**src/rtl/nq_bus_pkg.sv**
```systemverilog
// rtl/nq_bus_pkg.sv - shared types for the nqcpu memory bus and its arbiter
package nq_bus_pkg;

    localparam int NQ_AW = 16;
    localparam int NQ_DW = 16;

    typedef enum logic [1:0] {
        OWN_NONE = 2'd0,
        OWN_M0   = 2'd1,
        OWN_M1   = 2'd2
    } owner_t;

    typedef struct packed {
        logic [NQ_AW-1:0] addr;
        logic             re;
        logic             we;
        logic [NQ_DW-1:0] wdata;
    } bus_req_t;

    function automatic owner_t other_of(input owner_t o);
        return (o == OWN_M0) ? OWN_M1 : OWN_M0;
    endfunction

endpackage

```
**src/rtl/nq_bus_mux.sv**
```systemverilog
// rtl/nq_bus_mux.sv - combinational owner mux toward the slave and needWait fan-back
module nq_bus_mux
    import nq_bus_pkg::*;
#(
    parameter int AW = 16,
    parameter int DW = 16
) (
    input  owner_t        owner_i,
    input  logic          en_i,
    input  logic [AW-1:0] m0_addr_i,
    input  logic          m0_re_i,
    input  logic          m0_we_i,
    input  logic [DW-1:0] m0_wdata_i,
    input  logic [AW-1:0] m1_addr_i,
    input  logic          m1_re_i,
    input  logic          m1_we_i,
    input  logic [DW-1:0] m1_wdata_i,
    input  logic          needwait_i,
    output logic [AW-1:0] addr_o,
    output logic          re_o,
    output logic          we_o,
    output logic [DW-1:0] wdata_o,
    output logic          m0_wait_o,
    output logic          m1_wait_o
);

    logic req0;
    logic req1;

    always_comb begin
        req0    = m0_re_i | m0_we_i;
        req1    = m1_re_i | m1_we_i;
        addr_o  = '0;
        re_o    = 1'b0;
        we_o    = 1'b0;
        wdata_o = '0;
        case (owner_i)
            OWN_M0: begin
                addr_o  = m0_addr_i;
                we_o    = m0_we_i;
                re_o    = m0_re_i & ~m0_we_i;
                wdata_o = m0_wdata_i;
            end
            OWN_M1: begin
                addr_o  = m1_addr_i;
                we_o    = m1_we_i;
                re_o    = m1_re_i & ~m1_we_i;
                wdata_o = m1_wdata_i;
            end
            default: ;
        endcase
        // A requesting non-owner always stalls; the owner sees the slave's busy.
        m0_wait_o = en_i & req0 & ((owner_i == OWN_M0) ? needwait_i : 1'b1);
        m1_wait_o = en_i & req1 & ((owner_i == OWN_M1) ? needwait_i : 1'b1);
    end

endmodule

```
**src/rtl/nq_bus_arbiter.sv**
```systemverilog
// rtl/nq_bus_arbiter.sv - two-master round-robin arbiter for the nqcpu memory bus
module nq_bus_arbiter
    import nq_bus_pkg::*;
#(
    parameter int BURST = 4,
    parameter int AW    = 16,
    parameter int DW    = 16
) (
    input  logic          clk,
    input  logic          rst_n,
    input  logic [AW-1:0] m0_addr_i,
    input  logic          m0_re_i,
    input  logic          m0_we_i,
    input  logic [DW-1:0] m0_wdata_i,
    output logic          m0_wait_o,
    output logic [DW-1:0] m0_rdata_o,
    input  logic [AW-1:0] m1_addr_i,
    input  logic          m1_re_i,
    input  logic          m1_we_i,
    input  logic [DW-1:0] m1_wdata_i,
    output logic          m1_wait_o,
    output logic [DW-1:0] m1_rdata_o,
    output logic [AW-1:0] addr_o,
    output logic          re_o,
    output logic          we_o,
    output logic [DW-1:0] wdata_o,
    input  logic [DW-1:0] rdata_i,
    input  logic          needWait_i,
    output logic [1:0]    grant_o
);

    localparam int CW = $clog2(BURST + 1);

    owner_t        owner_q, owner_d;
    owner_t        rr_last_q, rr_last_d;
    owner_t        oth;
    logic [CW-1:0] hold_cnt_q, hold_cnt_d;
    logic          req0, req1, own_req, oth_req, burst_done;

    always_comb begin
        req0       = m0_re_i | m0_we_i;
        req1       = m1_re_i | m1_we_i;
        oth        = other_of(owner_q);
        own_req    = (owner_q == OWN_M0) ? req0 : ((owner_q == OWN_M1) ? req1 : 1'b0);
        oth_req    = (owner_q == OWN_M0) ? req1 : req0;
        burst_done = ({1'b0, hold_cnt_q} + (CW+1)'(1)) >= (CW+1)'(BURST);
        owner_d    = owner_q;
        rr_last_d  = rr_last_q;
        hold_cnt_d = hold_cnt_q;
        case (owner_q)
            OWN_NONE: begin
                if (req0 && req1)
                    owner_d = other_of(rr_last_q);
                else if (req0)
                    owner_d = OWN_M0;
                else if (req1)
                    owner_d = OWN_M1;
            end
            default: begin
                if (!own_req) begin
                    // Owner let go, with or without completing: hand over or idle.
                    owner_d = oth_req ? oth : OWN_NONE;
                end else if (!needWait_i) begin
                    if (hold_cnt_q != CW'(BURST))
                        hold_cnt_d = hold_cnt_q + CW'(1);
                    if (oth_req && burst_done)
                        owner_d = oth;
                end
            end
        endcase
        if (owner_d != owner_q) begin
            hold_cnt_d = '0;
            if (owner_q != OWN_NONE)
                rr_last_d = owner_q;
        end
    end

    always_ff @(posedge clk or negedge rst_n) begin
        if (!rst_n) begin
            owner_q    <= OWN_NONE;
            rr_last_q  <= OWN_M1;
            hold_cnt_q <= '0;
        end else begin
            owner_q    <= owner_d;
            rr_last_q  <= rr_last_d;
            hold_cnt_q <= hold_cnt_d;
        end
    end

    assign grant_o    = {owner_q == OWN_M1, owner_q == OWN_M0};
    assign m0_rdata_o = rdata_i;
    assign m1_rdata_o = rdata_i;

    nq_bus_mux #(
        .AW(AW),
        .DW(DW)
    ) u_mux (
        .owner_i    (owner_q),
        .en_i       (rst_n),
        .m0_addr_i  (m0_addr_i),
        .m0_re_i    (m0_re_i),
        .m0_we_i    (m0_we_i),
        .m0_wdata_i (m0_wdata_i),
        .m1_addr_i  (m1_addr_i),
        .m1_re_i    (m1_re_i),
        .m1_we_i    (m1_we_i),
        .m1_wdata_i (m1_wdata_i),
        .needwait_i (needWait_i),
        .addr_o     (addr_o),
        .re_o       (re_o),
        .we_o       (we_o),
        .wdata_o    (wdata_o),
        .m0_wait_o  (m0_wait_o),
        .m1_wait_o  (m1_wait_o)
    );

endmodule

```
**config.mk**
```make
export PLATFORM = sky130hd
export DESIGN_NAME = nq_bus_arbiter
export DESIGN_NICKNAME = d
export VERILOG_FILES = /design/src/rtl/nq_bus_pkg.sv /design/src/rtl/nq_bus_mux.sv /design/src/rtl/nq_bus_arbiter.sv
export SDC_FILE = /design/constraint.sdc
export NUM_CORES = 1
export LEC_CHECK = 0
export CAP_MARGIN = 20
export CORE_AREA = 2 2 75 77
export DETAILED_ROUTE_END_ITERATION = 10
export DIE_AREA = 0 0 77 79
export GPL_TIMING_DRIVEN = 0
export PLACE_DENSITY = 0.81
export SYNTH_ARGS = -nofsm -noshare
export SYNTH_HDL_FRONTEND = slang
export SYNTH_SLANG_ARGS = --single-unit
```
**constraint.sdc**
```tcl
create_clock -name clk -period 3 [get_ports clk]
set_input_delay 0.9 -clock clk [delete_from_list [all_inputs] [get_ports clk]]
set_output_delay 0.9 -clock clk [all_outputs]
set_load 0.05 [all_outputs]
```
==> impl_metrics.yaml, run 1 <==
cells_and_area:
  area_growth_pct: 121
  utilization_pct: 61.4
  design_area_um2: 3280
  fin_nets: 445
  drive_above_1_share_pct: 39.5
  finalNonFillerCells: 424
  diodes: 0
grt:
  grt_max_degree: 19
  gr-total-overflow: 0
  antenna_found_initial: 0
  grt_pass1_wl_um: 8970
  first_global_vias: 2043
  track_usage_pct: 17.3
sta:
  fin_setup_tns_ns: 0
  rsz0062_at_grt: "true"
  worst_pin_slew_ns: 0.506
  hold_slack_ns: 0.521
  layout_min_cycle_time_ns: 2.94
  maxSlewViolCount: 0
  hold_viol: 0
  slew_headroom_pct: 66.1
  setup_viol: 0
  fmax_ghz: 0.340
  layout_setup_ws_ns: 0.0574
  final.setup_skew_ns: 0.00877
  timing.final.crit_share_pct: 98.1
pwr:
  max-vdd-ir-drop_uv: 630
  power_density_nw_per_um2: 1010
  p_sw_share_pct: 55.8
  pwr-share-clk_pct: 4.1
  power.switching_mw: 1.85
  p_int_mw: 1.46
  p_total_mw: 3.31
  p_leak_nw: 1.46
  p_comb_share_pct: 91.0
  share_seq_of_total_power_pct: 5.0
route:
  via_count: 2047
  routed-wl-met3_um: 558
  wl_um: 5710
  via_per_inst: 4.83
  drc: 0
  drtIter0Drc: 42
  drt_first_pass_iters: 4
  routedWlPerCell_um: 13.5
  postRouteAntennaNets: 0
  top_layer_used: "met4"
  routed-wl-met2_um: 3000
  met1Wirelength_um: 2070
status:
  status: "complete, no violations"
place:
  gp_congestion: 0.846
  place_ws_ns: -0.881
  place_inst: 415
  portBuffers: 140
  place_area_um2: 3240
  place_hpwl_um: 4730
clock_network:
  cts_buffer_depth: 2
  clockRootBuffer: "clkbuf_8"
  postCtsHoldBufs: 0
  cts_buffers: 3
  cts_sinks: 7
  cts_tree: "yes"
  ctsHtreeMaxLevel: 1
  clk_latency_ns: 0.23
  clkTransAtPathRegs_ns: 0.04
yosys:
  synth_cells: 203
  synth_fp_nets: 295
  yosysWarnings: 0
  synth_edf_count: 0
  synth_cell_type_count: 44
  yosys-top-cells-area: "a22oi_1 (17%), buf_4 (16%), nor2b_1 (14%)"
  syn_area_um2: 1480
  yosysTopAreaCell: "a22oi_1"
  ys_seq_elements: 7
  synthArstFlopShare_pct: 100
  ys_seq_area_share_pct: 11.9
  synth_top_flop_cell: "dfrtp_1"
  synth_top_area_share_pct: 17.2
  syn_area_per_cell_um2: 7.30
worst_setup_path:
  cp-start-kind: "primary input"
  cp_max_fo: 5
  crit_arrival_ns: 2.04
  critical_path_class: "primary input to output pin"
  endpoint_kind: "output pin"
  cp_data_required_time_ns: 2.10
  rrSetupSlack_ns: 0.97
floorplanning:
  die_w_um: 77
  initial_utilization_pct: 27.8
  rows: 27
  die-height_um: 79
  core_area_um2: 5340
  ioPinCount: 157
  dieArea_um2: 6080
flow_run:
  cap_violations: 0
min_path:
  holdCritPathClass: "flip-flop to flip-flop"
## registers in the layout, indices dropped and copies added, names as in the netlist
| register | cells |
|---|---|
| owner_q | 2 |
| hold_cnt_q | 3 |
| rr_last_q | 2 |
## worst max-delay path, cell delays in order
cell and delay, ns:
clkdlybuf4s50_1 0.56, nor2_4 0.08, nor2_1 0.12, clkdlybuf4s15_2 0.38
## cell usage after synthesis, drive strengths merged, types with 2 or more instances
master   n
a22oi   35
buf     35
nor2b   33
clkbuf  12
o21ai   12
nor2     9
nand2    8
a21oi    6
dfrtp    6
inv      6
ha       5
nor3     4
a21o     3
nand3    3
o211ai   3
a211oi   2
a31oi    2
or2      2
## kinds of logic after synthesis
kind of cell	after synthesis	share of synthesized area [%]
XOR/XNOR	2	1.18
adder cells (fa/ha/maj)	5	4.22
flip-flops	7	11.9
buffers and inverters	53	22.2
multiplexers	1	0.675
AO/OA/AOI/OAI	72	36.5
AND/OR/NAND/NOR	63	23.4
## timing repair
item,in CTS,in global routing
buffers inserted,0,7
pin swaps,1,2
gates resized for setup,215,8
setup endpoints to repair,36,30
## per-layer routing
metal	track usage, %	vias to the layer above
met5	0	-
li1	-	993
met2	31.1	117
met4	4.11	0
met3	6.02	6
met1	19.7	931
## power groups by stage
stage / sequential, mW / combinational [mW] / clock, mW
finish: 0.165 / 3.01 / 0.135
global route: 0.170 / 3.19 / 0.147
CTS: 0.163 / 2.99 / 0.137
detailed placement: 0.163 / 3.03 / 0
global placement: 0.162 / 3.02 / 0
floorplan: 0.156 / 2.26 / 0
## cell type report
class                   instances  area [um^2]
plain buffers                  45          323
clock buffers                   4         45.0
fillers                       506         2060
inverters                       6         22.5
multi-input cells             143         1250
flip-flops and latches          7          178
well taps                      72         90.1
repair buffers                147         1370
## final timing paths
kind	start	to	depth (start not counted)
setup reg to reg	owner_q[1]$_DFF_PN0_	rr_last_q[0]$_DFFE_PN0P_	8
max in group asynchronous	rst_n	rr_last_q[1]$_DFFE_PN1P_	1
setup / recovery	m0_we_i	m0_wait_o	4
min in group asynchronous	rst_n	hold_cnt_q[0]$_DFFE_PN0P_	1
hold / removal	rr_last_q[0]$_DFFE_PN0P_	rr_last_q[0]$_DFFE_PN0P_	1
hold reg to reg	rr_last_q[0]$_DFFE_PN0P_	rr_last_q[0]$_DFFE_PN0P_	1
## cells in the final DEF (no fill, tap or decap), drive strengths merged, types with 2 or more instances in the layout
| cell type | n |
|---|---|
| dfrtp | 6 |
| a22oi | 35 |
| nand2 | 8 |
| or2 | 2 |
| inv | 6 |
| ha | 5 |
| clkbuf | 15 |
| o211ai | 3 |
| a21o | 3 |
| nand3 | 3 |
| nor2 | 9 |
| clkdlybuf4s50 | 103 |
| a31oi | 2 |
| buf | 73 |
| a211oi | 2 |
| nor3 | 4 |
| o21ai | 12 |
| nor2b | 33 |
| a21oi | 6 |
| clkdlybuf4s15 | 3 |
Note: power is estimated with default switching activity, not from simulation.
==> run 2, diff against run 1 <==
Settings changed: MAX_ROUTING_LAYER from default to met4.
==> run 2 against run 1 <==
Clock skew barely moved; fmax barely moved; largest cell class unchanged; highest routed layer unchanged; non-clock buffer count did not move; hold slack barely moved; die area did not move; clock power barely moved; critical path depth did not move; global-route usage rose by 0.50 points; utilization did not move; flip-flop and latch count did not move; design area did not move; largest power group unchanged.
==> impl_metrics.yaml, run 2 (synthesis gave the netlist of run 1 again) <==
min_path:
  hold_depth: 1
  min_to: "rr_last_q[0]$_DFFE_PN0P_"
  hp-start: "rr_last_q[0]$_DFFE_PN0P_"
  holdCritPathClass: "flip-flop to flip-flop"
clock_network:
  clockRootBuffer: "clkbuf_8"
  cts_buffer_depth: 2
  postCtsHoldBufs: 0
  ctsHtreeMaxLevel: 1
  cts_tree: "yes"
  cts_sinks: 7
  cts_buffers: 3
  clkTransAtPathRegs_ns: 0.04
  clk_latency_ns: 0.23
floorplanning:
  die-height_um: 79
  rows: 27
  die_w_um: 77
  dieArea_um2: 6080
  ioPinCount: 157
  initial_utilization_pct: 27.8
  core_area_um2: 5340
sta:
  layout_setup_ws_ns: 0.0574
  hold_slack_ns: 0.521
  final.setup_skew_ns: 0.00849
  timing.final.crit_share_pct: 98.1
  maxSlewViolCount: 0
  worst_pin_slew_ns: 0.506
  fmax_ghz: 0.340
  hold_viol: 0
  setup_viol: 0
  rsz0062_at_grt: "false"
  layout_min_cycle_time_ns: 2.94
  slew_headroom_pct: 66.1
cells_and_area:
  largest_register: "hold_cnt_q"
  reg_top3: "hold_cnt_q (3), owner_q (2), rr_last_q (2)"
  drive_above_1_share_pct: 39.5
  largest_reg_flops: 3
  design_area_um2: 3280
  area_growth_pct: 121
  utilization_pct: 61.4
  fin_nets: 445
  layout_common_cells: "clkdlybuf4s50_1 (103), buf_4 (67), a22oi_1 (34)"
  diodes: 0
  final_common_cell: "clkdlybuf4s50_1"
place:
  portBuffers: 140
  place_ws_ns: -0.881
  gp_congestion: 0.859
  place_hpwl_um: 4730
  place_area_um2: 3240
pwr:
  pwr-share-clk_pct: 4.1
  p_int_mw: 1.46
  p_comb_share_pct: 91.0
  share_seq_of_total_power_pct: 5.0
  p_total_mw: 3.32
  p_sw_share_pct: 55.9
  power_density_nw_per_um2: 1010
  power.switching_mw: 1.85
  max-vdd-ir-drop_uv: 631
  p_leak_nw: 1.46
grt:
  track_usage_pct: 17.8
  antenna_found_initial: 0
  gr-total-overflow: 0
  first_global_vias: 2042
  grt_pass1_wl_um: 8990
  grt_max_degree: 19
worst_setup_path:
  crit_cells: 4
  crit_family: "buffers and inverters"
  critPathSlowestCell: "clkdlybuf4s50_1"
  crit_chain: "clkdlybuf4s50_1, nor2_4, nor2_1, clkdlybuf4s15_2"
  endpoint_kind: "output pin"
  path_buf_inv: 2
  cp_max_fo: 5
  rr_startpoint: "owner_q[1]$_DFF_PN0_"
  worstSetupStartpoint: "m0_we_i"
  cp-start-kind: "primary input"
  cp_data_required_time_ns: 2.10
  reg2reg_to: "rr_last_q[0]$_DFFE_PN0P_"
  reg2regPathDepth: 8
  rrSetupSlack_ns: 0.96
  crit_arrival_ns: 2.04
  cp_slowest_stage_delay_ns: 0.56
  critical_path_class: "primary input to output pin"
route:
  postRouteAntennaNets: 0
  via_count: 2046
  drt_first_pass_iters: 4
  routedWlPerCell_um: 13.5
  drc: 0
  wl_um: 5710
  drtIter0Drc: 49
  via_per_inst: 4.83
flow_run:
  cap_violations: 0
status:
  status: "complete, no violations"
-- run 2: changes by cell type in the layout (fill, tap and decap cells not counted), sizes merged --
cell,change
buf,+1
clkbuf,-1
-- run 2: worst max-delay path by stage --
stage          slack, ns   endpoint
3_3_place_gp       -0.89       re_o
3_5_place_dp       -0.88       re_o
5_1_grt           0.0007  m0_wait_o
6_report            0.06  m0_wait_o
4_1_cts            0.004  m0_wait_o
2_1_floorplan       0.02       re_o
-- run 2: area by class of cell --
class	instances	area, um^2
fillers	506	2060
repair buffers	147	1370
multi-input cells	143	1250
plain buffers	45	323
flip-flops and latches	7	178
well taps	72	90.1
clock buffers	4	45.0
inverters	6	22.5
-- run 2: repair_timing --
item / 4_1_cts / 5_1_grt
endpoints found under the setup margin: 36 / 30
pin swaps: 1 / 2
buffers inserted: 0 / 7
resized for setup: 215 / 9
-- run 2: routing by layer --
metal  routed length, um  share of wire (%)  global-route usage, %
met1                2190                 38                   20.8
met2                3000                 52                   31.1
met3                 446                7.8                   4.43
met4                  77                1.3                   4.11
met5                   0                  0                      -
-- run 2: power by group through the flow --
stage | Sequential, mW | Combinational [mW] | Clock (mW)
after global routing | 0.170 | 3.19 | 0.147
after detailed placement | 0.163 | 3.03 | 0
after CTS | 0.163 | 2.99 | 0.137
after floorplan | 0.156 | 2.26 | 0
after global placement | 0.162 | 3.02 | 0
final | 0.165 | 3.02 | 0.134
-- run 2: through the flow --
stage | std cells | TNS, ns
global route | 424 | 0
detailed placement | 415 | -28.15
CTS | 417 | 0
finish | 424 | 0
global placement | 415 | -28.15
floorplan | 203 | 0
